$ cat config.mk
export PLATFORM = sky130hd
export DESIGN_NAME = shift_unit_seq_flat
export DESIGN_NICKNAME = d
export VERILOG_FILES = /design/src/rtl/shift_unit_seq_if.sv /design/src/rtl/shift_unit_seq.sv /design/src/flat_wrapper.sv
export SDC_FILE = /design/constraint.sdc
export NUM_CORES = 1
export LEC_CHECK = 0
export ABC_AREA = 1
export BUFFER_PORTS_ARGS = -buffer_cell sky130_fd_sc_hd__buf_2
export CORE_MARGIN = 2
export CORE_UTILIZATION = 55
export DETAILED_ROUTE_END_ITERATION = 8
export PLACE_DENSITY = 0.77
export SYNTH_ARGS = -nofsm -noshare
export SYNTH_HDL_FRONTEND = slang
export SYNTH_SLANG_ARGS = --single-unit
$ cat constraint.sdc
create_clock -name clk -period 1.9 [get_ports clk]
set_input_delay 0.285 -clock clk [delete_from_list [all_inputs] [get_ports clk]]
set_output_delay 0.285 -clock clk [all_outputs]
set_load 0.01 [all_outputs]
$ cat src/rtl/shift_unit_seq_if.sv
// Handshake and data bundle for the multi-cycle shifter.
// The hazard/execute logic drives the master side; the shifter is the slave.
interface shift_unit_seq_if #(
   parameter int WIDTH   = 32,
   parameter int SHAMT_W = 5
);
   logic               start_i;
   logic [1:0]         op_i;
   logic [WIDTH-1:0]   data_i;
   logic [SHAMT_W-1:0] shamt_i;
   logic               flush_i;
   logic               ready_o;
   logic               busy_o;
   logic               done_o;
   logic [WIDTH-1:0]   result_o;

   modport master (
      output start_i, op_i, data_i, shamt_i, flush_i,
      input  ready_o, busy_o, done_o, result_o
   );

   modport slave (
      input  start_i, op_i, data_i, shamt_i, flush_i,
      output ready_o, busy_o, done_o, result_o
   );
endinterface

$ cat src/rtl/shift_unit_seq.sv
// Multi-cycle SLL/SRL/SRA/ROTR shifter; moves at most STEP bits per cycle
// with start/done handshake and flush abort.
module shift_unit_seq #(
   parameter int WIDTH   = 32,
   parameter int SHAMT_W = 5,
   parameter int STEP    = 4
) (
   input logic              clk,
   input logic              rst_n,
   shift_unit_seq_if.slave  bus
);
   typedef enum logic [1:0] {IDLE = 2'd0, SHIFT = 2'd1, DONE = 2'd2} state_t;

   // Largest per-cycle shift that can actually occur (rem never reaches WIDTH).
   localparam int SMAX = (STEP < WIDTH) ? STEP : WIDTH - 1;

   state_t             state, state_nxt;
   logic [WIDTH-1:0]   work, work_sh, result;
   logic [SHAMT_W-1:0] rem, s;
   logic [1:0]         op;
   logic               accept, last;

   assign accept = (state == IDLE) && bus.start_i && !bus.flush_i;
   assign s      = (int'(rem) > SMAX) ? SHAMT_W'(SMAX) : rem;
   assign last   = (rem == s);

   // One small mux per legal step size keeps the per-cycle depth bounded by STEP.
   always_comb begin
      work_sh = work;
      for (int k = 1; k <= SMAX; k++) begin
         if (int'(s) == k) begin
            case (op)
               2'b00:   work_sh = work << k;
               2'b01:   work_sh = work >> k;
               2'b10:   work_sh = $signed(work) >>> k;
               default: work_sh = (work >> k) | (work << (WIDTH - k));
            endcase
         end
      end
   end

   always_ff @(posedge clk or negedge rst_n) begin
      if (!rst_n) state <= IDLE;
      else        state <= state_nxt;
   end

   always_comb begin
      state_nxt = state;
      case (state)
         IDLE:    if (accept) state_nxt = (bus.shamt_i == '0) ? DONE : SHIFT;
         SHIFT: begin
            if (bus.flush_i) state_nxt = IDLE;
            else if (last)   state_nxt = DONE;
         end
         DONE:    state_nxt = IDLE;
         default: state_nxt = IDLE;
      endcase
   end

   always_ff @(posedge clk or negedge rst_n) begin
      if (!rst_n) begin
         work   <= '0;
         rem    <= '0;
         op     <= '0;
         result <= '0;
      end else if (accept) begin
         if (bus.shamt_i == '0) begin
            result <= bus.data_i;
         end else begin
            work <= bus.data_i;
            rem  <= bus.shamt_i;
            op   <= bus.op_i;
         end
      end else if (state == SHIFT && !bus.flush_i) begin
         work <= work_sh;
         rem  <= rem - s;
         if (last) result <= work_sh;
      end
   end

   assign bus.ready_o  = (state == IDLE);
   assign bus.busy_o   = (state == SHIFT);
   assign bus.done_o   = (state == DONE);
   assign bus.result_o = result;
endmodule

$ cat src/flat_wrapper.sv
// flat-port wrapper written by rule: the top's interface ports become plain ports
module shift_unit_seq_flat 
#(
   parameter int WIDTH   = 32,
   parameter int SHAMT_W = 5,
   parameter int STEP    = 4
)
  (clk, rst_n, bus_start_i, bus_op_i, bus_data_i, bus_shamt_i, bus_flush_i, bus_ready_o, bus_busy_o, bus_done_o, bus_result_o);
  shift_unit_seq_if #(.WIDTH(WIDTH), .SHAMT_W(SHAMT_W)) bus_i ();
  input logic clk;
  input logic rst_n;
  input wire logic [$bits(bus_i.start_i)-1:0] bus_start_i;
  input wire logic [$bits(bus_i.op_i)-1:0] bus_op_i;
  input wire logic [$bits(bus_i.data_i)-1:0] bus_data_i;
  input wire logic [$bits(bus_i.shamt_i)-1:0] bus_shamt_i;
  input wire logic [$bits(bus_i.flush_i)-1:0] bus_flush_i;
  output wire logic [$bits(bus_i.ready_o)-1:0] bus_ready_o;
  output wire logic [$bits(bus_i.busy_o)-1:0] bus_busy_o;
  output wire logic [$bits(bus_i.done_o)-1:0] bus_done_o;
  output wire logic [$bits(bus_i.result_o)-1:0] bus_result_o;
  assign bus_i.start_i = bus_start_i;
  assign bus_i.op_i = bus_op_i;
  assign bus_i.data_i = bus_data_i;
  assign bus_i.shamt_i = bus_shamt_i;
  assign bus_i.flush_i = bus_flush_i;
  assign bus_ready_o = bus_i.ready_o;
  assign bus_busy_o = bus_i.busy_o;
  assign bus_done_o = bus_i.done_o;
  assign bus_result_o = bus_i.result_o;
  shift_unit_seq #(.WIDTH(WIDTH), .SHAMT_W(SHAMT_W), .STEP(STEP)) u_core (.clk(clk), .rst_n(rst_n), .bus(bus_i));
endmodule
==> results of run 1 <==
==> area by class of cell <==
| class | count | area (sq um) |
|---|---|---|
| fill | 894 | 3160 |
| tap | 129 | 161 |
| sequential | 73 | 1830 |
| multi-input combinational | 668 | 3060 |
| clock inverter | 7 | 71.3 |
| timing repair buffer | 114 | 757 |
| inverter | 32 | 123 |
| clock buffer | 9 | 124 |
==> kinds of logic (layout without fill, tap and decap cells) <==
family	Yosys count	after routing	synth area share, %
flops	73	73	34.6
simple gates	541	541	44.1
other cells	1	1	0.0710
compound gates	125	125	13.5
fa+ha+maj	1	1	0.237
buf+inv	77	162	7.44
==> power groups by stage <==
stage / Sequential, mW / Combinational (mW) / Clock (mW)
3_5_place_dp: 2.92 / 6.28 / 0
5_1_grt: 3.01 / 7.20 / 1.35
3_3_place_gp: 2.91 / 6.18 / 0
2_1_floorplan: 2.91 / 4.24 / 0
4_1_cts: 2.90 / 6.31 / 1.28
6_report: 2.93 / 6.41 / 1.27
==> per-stage QoR <==
stage | util, % | instances | total power [mW]
floorplan | - | 818 | 7.15
global placement | 63.7 | 1015 | 9.08
detailed placement | 63.7 | 1015 | 9.20
CTS | 65.9 | 1032 | 10.5
global route | 66.0 | 1032 | 11.6
finish | 66.0 | 1032 | 10.6
==> per-layer routing <==
layer  wire (um)  up-vias  global-route usage (%)
met5           0        -                       0
met4         371        0                    11.6
met3        1480       45                    5.61
met2        7720      332                    54.8
met1        7220     2643                    48.6
li1            -     2822                       -
==> timing repair <==
| item | 4_1_cts | 5_1_grt |
|---|---|---|
| hold buffers | 1 | 0 |
| gates resized for setup | 0 | 3 |
| setup endpoints to repair | 0 | 19 |
| endpoints found under the hold margin | 73 | 0 |
==> sequential cells by signal (all words and copies together) (netlist names) <==
register	flops
u_core.work	32
u_core.op	2
u_core.rem	5
u_core.state	2
u_core.bus.result_o	32
==> cell usage in the layout (no fill, tap or decap), types with 13 or more instances in the layout <==
cell and n:
o21ai_1 27, nand2_1 357, nand2_2 26, a21oi_1 45
inv_1 25, nor2_1 26, o21bai_1 13, o21ai_0 13
nand3_1 94, dfrtp_1 73, or2_2 14, o211ai_1 14
buf_2 77, and2_1 13, buf_4 28
==> worst max-delay path, delay by kind of cell (launching register included) <==
kind	cells	cell delay (ns)
AOI/OAI and AO/OA	2	0.23
and+or+nand+nor	6	0.63
buffers and inverters	2	0.34
DFF	1	0.45
==> worst paths after layout <==
kind | to | slack (ns) | start | cells after the start
setup / recovery | u_core.bus.result_o[2] | 0.16 | u_core.rem[3] | 10
hold / removal | u_core.op[1] | 0.18 | bus_op_i[1] | 3
setup reg to reg | u_core.bus.result_o[2] | 0.16 | u_core.rem[3] | 10
hold reg to reg | u_core.bus.result_o[17] | 0.48 | u_core.bus.result_o[17] | 2
max in group asynchronous | u_core.work[25] | 1.09 | rst_n | 3
min in group asynchronous | u_core.rem[3] | 0.48 | rst_n | 3
==> run summary, run 1 <==
POWER
--------------------------------------------------------------------------------
VDD IR-drop max                                                         0.893 mV
Internal power component                                                 5.32 mW
Proportion of power drawn by the clock network                             12.0%
Sequential share of power                                                  27.6%
Switch share                                                               49.9%
Share of power burned in combinational logic                               60.4%
Pleak                                                                    3.34 nW
Power Dens Cells                                                    1730 mW/mm^2
Switch Pwr                                                               5.30 mW

DIE
--------------------------------------------------------------------------------
Area of the die                                                     0.0104 sq mm
Number of rows in the core area                                               35
Die span in x                                                             102 um
Height of the die                                                         102 um
Number of ports placed on the die boundary                                    78
Area of the core                                                    0.00928 sq mm
Initial core utilization                                                   56.9%

LOGIC SYNTHESIS
--------------------------------------------------------------------------------
Leading cell types by count after synthesis                         nand2_1 (357), nand3_1 (94), dfrtp_1 (73)
Synth top area cells                                                dfrtp_1 (35%), nand2_1 (25%), nand3_1 (8.9%), a21oi_1 (4.3%), nand2_2 (3.1%)
Syn Area/Cell                                                         6.45 sq um
Share of the yosys chip area belonging to registers                        34.6%
Main flop type after synthesis                                           dfrtp_1
Synthesis-stage register bit count                                            73
Yosys Warn Count                                                               0
Leading area contributor after synthesis                                 dfrtp_1
Nets in the synthesized netlist                                              862
Cell area after technology mapping                                  0.00528 sq mm
Share of async-settable or async-resettable flops after synthesis           100%
Number of synthesized flops with an enable pin                                 0
Synth top area share                                                       34.6%
Synth Instances                                                              818
Top-count cell post-synth                                                nand2_1
Number of different library cells in the post-synthesis netlist               32

GLOBAL ROUTE
--------------------------------------------------------------------------------
Maximum number of pins on one net before global-route repair                  74
Global-route wire length before repair                                   28.1 mm
Overall global routing resource usage                                      34.6%
Final global-route overflow total                                              0
Initial antenna violation count                                                0
Vias in the first global route                                              5633

TIMING
--------------------------------------------------------------------------------
Fraction of the cycle the final worst path needs                           91.4%
Number of endpoints failing setup at the final stage                           0
Sum Neg Setup Slack                                                         0 ns
Number of endpoints with negative hold slack in the final report               0
Final max-slew violation count                                                 0
Post-route worst hold slack                                             0.179 ns
Post-Route Skew                                                        0.0121 ns
Fin worst setup slack                                                   0.164 ns
Max Clk Rate                                                             576 MHz
Unrepaired setup endpoints after global routing                               no
Post-layout min period                                                   1.74 ns

RUN STATUS
--------------------------------------------------------------------------------
Run status                                                             completed

WORST SETUP PATH
--------------------------------------------------------------------------------
Data required time of the worst path                                     2.20 ns
CP cell instances                                                   nor2_4, nand2_1, inv_1, buf_4, o21ai_0, a21oi_1, nand3_1, nand2_1, nand3_1, nand2_1
Cell at the slowest stage of the critical path                           dfrtp_1
Most frequent cell on the critical path                                  nand2_1
Critical path fanouts, max                                                     8
Worst endpoint data arrival time                                         2.04 ns
Maximum single-stage delay on the critical path                          0.45 ns
Crit end category                                                           flop
Worst Path Class, Setup                                             flop to flop
Type of element launching the critical path                                 flop

DRT
--------------------------------------------------------------------------------
DRC violation count after routing                                              0
Routed via count divided by cell count                                      5.66
Detailed-route wire length per cell                                      16.3 um
Count of vias placed by the detailed router                                 5842
Routed Antenna Nets                                                            0
Number of detailed-route iterations in the first pass                          5
Final wirelength                                                         16.8 mm
Number of DRC markers in iteration 0                                         520

CTS
--------------------------------------------------------------------------------
Clock Pin Slew Worst Setup and Hold Paths                                0.09 ns
Maximum root-to-sink buffer count                                              2
Setup Fix Bufs, Post-CTS                                                       0
Clock tree from TritonCTS                                                    yes
CTS buffer count                                                               9
Number of H-tree branching levels                                              3
Number of sinks on the clock net                                              73
Worst skew pair latency                                                  0.36 ns
Root buffer selected by CTS                                             clkbuf_8

PLACE
--------------------------------------------------------------------------------
DP Area                                                             0.00591 sq mm
Detailed-placement wirelength estimate                                   11.5 mm
Final weighted congestion in routability-driven placement                   1.03
Number of buffer cells added on primary ports                                 77
Minimum setup slack after placement                                     0.138 ns

CELLS AND AREA
--------------------------------------------------------------------------------
Count of antenna diodes in the layout                                          0
Share of layout cells above drive strength 1                               20.0%
Nets                                                                         942
Layout Area Growth over Synthesis                                          16.0%
Finished layout cell area                                           0.00612 sq mm

RUN
--------------------------------------------------------------------------------
Number of max-cap violations                                                   0

WORST HOLD PATH
--------------------------------------------------------------------------------
Hold/Removal Path Class                                             primary input to flop

Note: power is estimated with default switching activity, not from simulation.
==> run 2: changes to the inputs <==
--- a/config.mk
+++ b/config.mk
@@ -8,9 +8,8 @@
 export ABC_AREA = 1
 export BUFFER_PORTS_ARGS = -buffer_cell sky130_fd_sc_hd__buf_2
 export CORE_MARGIN = 2
-export CORE_UTILIZATION = 55
+export CORE_UTILIZATION = 35
 export DETAILED_ROUTE_END_ITERATION = 8
-export PLACE_DENSITY = 0.77
 export SYNTH_ARGS = -nofsm -noshare
 export SYNTH_HDL_FRONTEND = slang
 export SYNTH_SLANG_ARGS = --single-unit
==> run summary, run 2 (synthesis results as in run 1) <==
RUN STATUS
-------------------------------------------------------------------------------
Run status                                                            completed

WORST SETUP PATH
-------------------------------------------------------------------------------
CP cell instances                                                  buf_4, nor2_4, buf_12, nand2_1, nand3_1, a21oi_1, o21ai_1, nand3_1, nand2_1
Terminus of the critical flop-to-flop path                         u_core.bus.result_o[22]
Worst Path Class, Setup                                            flop to flop
Type of element launching the critical path                                flop
Cell at the slowest stage of the critical path                          dfrtp_1
Maximum single-stage delay on the critical path                         0.39 ns   -0.06 ns
Worst Reg2Reg Path Length in Cells                                            9   -1
Reg-to-reg critical path startpoint                                u_core.op[1]
FF-to-FF setup slack                                                    0.14 ns   -0.02 ns
Data required time of the worst path                                    2.18 ns   -0.02 ns
Critical path fanouts, max                                                   12   +4
Worst endpoint data arrival time                                        2.04 ns   about the same
Crit end category                                                          flop

DRT
-------------------------------------------------------------------------------
DRC violation count after routing                                             0   unchanged
Number of detailed-route iterations in the first pass                         5   unchanged
Routed Antenna Nets                                                           0   unchanged
Number of DRC markers in iteration 0                                        459   -12%
Count of vias placed by the detailed router                                5700   -2.4%
Routed via count divided by cell count                                     5.25   -7.2%
Detailed-route wire length per cell                                     15.4 um   -5.1%
Final wirelength                                                        16.8 mm   -0.23%

DIE
-------------------------------------------------------------------------------
Height of the die                                                        127 um   +24%
Initial core utilization                                                  36.1%   -21 points
Die span in x                                                            127 um   +24%
Area of the die                                                    0.0161 sq mm   +55%
Area of the core                                                   0.0146 sq mm   +58%
Number of ports placed on the die boundary                                   78   unchanged
Number of rows in the core area                                              44   +26%

CELLS AND AREA
-------------------------------------------------------------------------------
Layout Area Growth over Synthesis                                         20.1%
Fillers                                                                    1580   +77%
Count of antenna diodes in the layout                                         0   unchanged
Multi-input combinational cell area                                0.00306 sq mm   unchanged
Share of layout cells above drive strength 1                              19.8%   -0.29 points
Area used by sequential logic in the layout                        0.00183 sq mm   unchanged
Nets                                                                        940   -0.21%
Commonest non-fill, non-tap cell in the layout                          nand2_1
Non-filler cells, final                                                    1085   +5.1%
Leading cell types in the layout, fill and taps excluded           nand2_1 (357), nand3_1 (94), buf_2 (76)

PLACE
-------------------------------------------------------------------------------
Number of buffer cells added on primary ports                                77   unchanged
Detailed-placement wirelength estimate                                  11.8 mm   +2.4%
Number of cells after detailed placement                                   1068   +5.2%
Minimum setup slack after placement                                    0.158 ns   +0.0199 ns
Final weighted congestion in routability-driven placement                 0.946   -8.1%

CTS
-------------------------------------------------------------------------------
Number of H-tree branching levels                                             3   unchanged
Worst skew pair latency                                                 0.35 ns   about the same
Setup Fix Bufs, Post-CTS                                                      0   unchanged
Root buffer selected by CTS                                           clkbuf_16
Number of sinks on the clock net                                             73   unchanged
Clock Pin Slew Worst Setup and Hold Paths                               0.06 ns   -0.03 ns
CTS buffer count                                                              9   unchanged
Clock tree from TritonCTS                                                   yes
Maximum root-to-sink buffer count                                             2   unchanged

TIMING
-------------------------------------------------------------------------------
Fraction of the cycle the final worst path needs                          92.6%   +1.2 points
Fin worst setup slack                                                  0.140 ns   -0.0235 ns
Post-Route Skew                                                      0.00664 ns   -0.00549 ns
Number of endpoints failing setup at the final stage                          0   unchanged
Unrepaired setup endpoints after global routing                              no
Sum Neg Setup Slack                                                        0 ns   unchanged
Post-layout min period                                                  1.76 ns   +0.0235 ns
Max Clk Rate                                                            568 MHz   -1.3%
Final max-slew violation count                                                0   unchanged
Number of endpoints with negative hold slack in the final report              0   unchanged

POWER
-------------------------------------------------------------------------------
Pleak                                                                   3.41 nW   +2.2%
VDD IR-drop max                                                        0.702 mV   -21%
Power Dens Cells                                                   1750 mW/mm^2   +0.79%

WORST HOLD PATH
-------------------------------------------------------------------------------
Hold/Removal Path Class                                            primary input to flop
Launch instance of the worst min-delay path                         bus_op_i[1]
End point of the most critical hold path                           u_core.op[1]
Number of stages on the worst hold path                                       3   unchanged

RUN
-------------------------------------------------------------------------------
Number of max-cap violations                                                  0   unchanged

GLOBAL ROUTE
-------------------------------------------------------------------------------
Vias in the first global route                                             5491   -2.5%
Final global-route overflow total                                             0   unchanged
Maximum number of pins on one net before global-route repair                 48   -35%
Global-route wire length before repair                                  28.1 mm   about the same
Overall global routing resource usage                                     21.7%   -13 points
Initial antenna violation count                                               0   unchanged

[run 2: how the worst max path moves through the flow]
stage	start	endpoint	slack [ns]	cells past startpoint
6_report	u_core.op[1]	u_core.bus.result_o[22]	0.14	9
5_1_grt	u_core.op[1]	u_core.work[12]	0.005	10
4_1_cts	u_core.op[1]	u_core.bus.result_o[14]	0.15	9
3_5_place_dp	u_core.op[1]	u_core.bus.result_o[14]	0.16	9
3_3_place_gp	u_core.op[1]	u_core.bus.result_o[14]	0.18	9
2_1_floorplan	u_core.state[1]	u_core.bus.result_o[11]	0.35	7
[run 2: worst max-delay path, delay by kind of cell (launching register included)]
family                 cells  cell delay, ns
and+or+nand+nor            5            0.69
DFF                        1            0.39
buffers and inverters      2            0.33
AOI/OAI and AO/OA          2            0.27
[run 2: cell type report]
type	instances	share of cell area, %
multi-input combinational	668	48.3
sequential	73	28.8
timing repair buffer	112	12.5
tap	184	3.63
clock buffer	10	3.61
inverter	32	1.93
clock inverter	6	1.30
[run 2: power by group]
group          switching [mW]  internal [mW]  total [mW]
sequential              0.661           2.25        2.91
clock                   0.677           1.14        1.82
combinational            3.86           2.49        6.35
total                    5.20           5.88        11.1
[run 2: through the flow]
stage               area, sq um  hold WS (ns)  util, %  total power [mW]
floorplan                  5280       -0.0106        -              7.15
global placement           6020         0.254     41.1              9.20
detailed placement         6020         0.253     41.1              9.21
CTS                        6340         0.183     43.3              11.1
global route               6340         0.200     43.3              12.1
finish                     6340         0.187     43.3              11.1
[run 2: repair_timing]
| item | 4_1_cts | 5_1_grt |
|---|---|---|
| resized for setup | 0 | 2 |
| setup endpoints to repair | 0 | 9 |
| hold buffers | 1 | 0 |
| endpoints found under the hold margin | 28 | 0 |
[run 2: metal layers]
layer  up-vias  share of wire [%]  GRT usage [%]
met2       208                 44           33.6
li1       2815                  -              -
met5         -                  0              0
met4         0                2.2           8.92
met1      2649                 47           30.6
met3        28                6.0           3.08
==> run 3: changes to the inputs <==
--- a/config.mk
+++ b/config.mk
@@ -8,8 +8,9 @@
 export ABC_AREA = 1
 export BUFFER_PORTS_ARGS = -buffer_cell sky130_fd_sc_hd__buf_2
 export CORE_MARGIN = 2
-export CORE_UTILIZATION = 35
+export CORE_UTILIZATION = 58
 export DETAILED_ROUTE_END_ITERATION = 8
+export PLACE_DENSITY = 0.81
 export SYNTH_ARGS = -nofsm -noshare
 export SYNTH_HDL_FRONTEND = slang
 export SYNTH_SLANG_ARGS = --single-unit
==> run summary, run 3 (synthesis results as in run 1) <==
RUN STATUS
-------------------------------------------------------------------------------
Run status                                                            completed

POWER
-------------------------------------------------------------------------------
Power Dens Cells                                                   1750 mW/mm^2   +0.36%
Switch share                                                              49.4%   +2.5 points
Share of power burned in combinational logic                              59.0%   +1.7 points
Switch Pwr                                                              5.26 mW   +1.2%
VDD IR-drop max                                                        0.730 mV   +4.0%
Internal power component                                                5.39 mW   -8.4%
Proportion of power drawn by the clock network                            13.3%   -3.1 points
Sequential share of power                                                 27.7%   +1.4 points
Overall power                                                           10.7 mW   -3.9%
Pleak                                                                   3.32 nW   -2.7%

WORST SETUP PATH
-------------------------------------------------------------------------------
Critical path fanouts, max                                                   13   +1
FF-to-FF setup slack                                                    0.11 ns   -0.03 ns
Worst Reg2Reg Path Length in Cells                                           11   +2
Start point of the critical path                                   u_core.op[0]
Type of element launching the critical path                                flop
Crit end category                                                          flop
Terminus of the critical flop-to-flop path                         u_core.work[18]
Worst endpoint data arrival time                                        2.05 ns   about the same
Reg-to-reg critical path startpoint                                u_core.op[0]
Data required time of the worst path                                    2.16 ns   -0.02 ns
Worst Path Class, Setup                                            flop to flop
Destination of the critical timing path                            u_core.work[18]

DIE
-------------------------------------------------------------------------------
Area of the die                                                    0.00988 sq mm   -39%
Height of the die                                                       99.4 um   -22%
Initial core utilization                                                  60.3%   +24 points
Number of ports placed on the die boundary                                   78   unchanged
Area of the core                                                   0.00876 sq mm   -40%
Die span in x                                                           99.4 um   -22%
Number of rows in the core area                                              34   -23%

DRT
-------------------------------------------------------------------------------
Routed via count divided by cell count                                     5.94   +13%
Number of detailed-route iterations in the first pass                         6   +1
Count of vias placed by the detailed router                                5954   +4.5%
Routed Antenna Nets                                                           0   unchanged
DRC violation count after routing                                             0   unchanged
Final wirelength                                                        16.9 mm   +0.98%
Detailed-route wire length per cell                                     16.9 um   +9.3%
Number of DRC markers in iteration 0                                        779   +70%

PLACE
-------------------------------------------------------------------------------
Number of buffer cells added on primary ports                                77   unchanged
Final weighted congestion in routability-driven placement                 0.960   +1.6%
Minimum setup slack after placement                                    0.147 ns   -0.0116 ns
Number of cells after detailed placement                                    986   -7.7%
Detailed-placement wirelength estimate                                  11.5 mm   -2.3%
DP Area                                                            0.00584 sq mm   -3.0%

CELLS AND AREA
-------------------------------------------------------------------------------
Commonest non-fill, non-tap cell in the layout                          nand2_1
Fillers                                                                     772   -51%
Non-filler cells, final                                                    1002   -7.6%
Finished layout cell area                                          0.00607 sq mm   -4.2%
Leading cell types in the layout, fill and taps excluded           nand2_1 (357), nand3_1 (94), buf_2 (77)
Nets                                                                        934   -0.64%
Count of antenna diodes in the layout                                         0   unchanged
Layout Area Growth over Synthesis                                         15.0%
Share of layout cells above drive strength 1                              19.4%   -0.40 points

GLOBAL ROUTE
-------------------------------------------------------------------------------
Maximum number of pins on one net before global-route repair                 74   +54%
Final global-route overflow total                                             0   unchanged
Initial antenna violation count                                               0   unchanged
Global-route wire length before repair                                  28.0 mm   -0.30%
Overall global routing resource usage                                     35.2%   +14 points
Vias in the first global route                                             5668   +3.2%

TIMING
-------------------------------------------------------------------------------
Fraction of the cycle the final worst path needs                          94.3%   +1.7 points
Sum Neg Setup Slack                                                        0 ns   unchanged
Number of endpoints failing setup at the final stage                          0   unchanged
Number of endpoints with negative hold slack in the final report              0   unchanged
Unrepaired setup endpoints after global routing                              no
Fin worst setup slack                                                  0.108 ns   -0.0321 ns
Max Clk Rate                                                            558 MHz   -1.8%
Post-Route Skew                                                       0.0198 ns   +0.0131 ns
Post-layout min period                                                  1.79 ns   +0.0321 ns
Final max-slew violation count                                                0   unchanged

RUN
-------------------------------------------------------------------------------
Number of max-cap violations                                                  0   unchanged

CTS
-------------------------------------------------------------------------------
Setup Fix Bufs, Post-CTS                                                      0   unchanged
Worst skew pair latency                                                 0.36 ns   about the same
Clock Pin Slew Worst Setup and Hold Paths                               0.09 ns   +0.03 ns
Root buffer selected by CTS                                            clkbuf_8
Maximum root-to-sink buffer count                                             2   unchanged
Number of H-tree branching levels                                             3   unchanged
Clock tree from TritonCTS                                                   yes
Number of sinks on the clock net                                             73   unchanged
CTS buffer count                                                              9   unchanged

WORST HOLD PATH
-------------------------------------------------------------------------------
Hold/Removal Path Class                                            primary input to flop

-- run 3: critical path, cell delays in order (launching register included) --
cell	delay, ns
dfrtp_2	0.46
inv_2	0.10
nand2_4	0.11
buf_12	0.18
nand2_1	0.15
nand2_1	0.08
nand2_1	0.06
o21ai_1	0.08
o21bai_1	0.20
nand2_1	0.12
nand2_1	0.07
nand2_1	0.06
-- run 3: final cells by class --
class,instances,area (sq um),share of cell area [%]
sequential,73,1830,30.1
clock inverter,4,76.3,1.26
multi-input combinational,668,3060,50.4
clock buffer,11,141,2.33
timing repair buffer,106,709,11.7
inverter,32,123,2.02
tap,108,135,2.22
-- run 3: how the worst min path moves through the flow --
stage,endpoint,startpoint,slack (ns),cells after the start
4_1_cts,u_core.op[1],bus_op_i[1],0.20,3
6_report,u_core.op[1],bus_op_i[1],0.19,3
3_3_place_gp,u_core.rem[4],rst_n,0.34,2
3_5_place_dp,u_core.state[0],rst_n,0.35,2
5_1_grt,u_core.op[1],bus_op_i[1],0.22,3
2_1_floorplan,u_core.bus.result_o[0],rst_n,-0.01,0
-- run 3: power groups by stage --
stage                     clock, mW  combinational, mW  sequential, mW
after detailed placement          0               6.13            2.95
after global routing           1.48               6.96            3.05
after global placement            0               5.99            2.95
final                          1.42               6.28            2.95
after floorplan                   0               4.24            2.91
after CTS                      1.41               6.16            2.93
-- run 3: through the flow --
stage	util [%]	hold WS, ns
after floorplan	-	-0.0106
after global placement	66.6	0.340
after detailed placement	66.6	0.352
after CTS	69.2	0.195
after global routing	69.3	0.219
final	69.3	0.187
-- run 3: timing repair --
action                                  CTS  global route
hold buffers                              1             0
gates resized for setup                   0             5
endpoints found under the hold margin    73             0
endpoints found under the setup margin    0            31
-- run 3: metal layers --
metal	routed length [um]	share of wire, %	track usage (%)	up-vias
li1	-	-	-	2799
met4	638	3.8	13.7	0
met3	1770	10	6.11	78
met2	7900	47	58.0	385
met1	6610	39	46.5	2692
met5	0	0	0	-
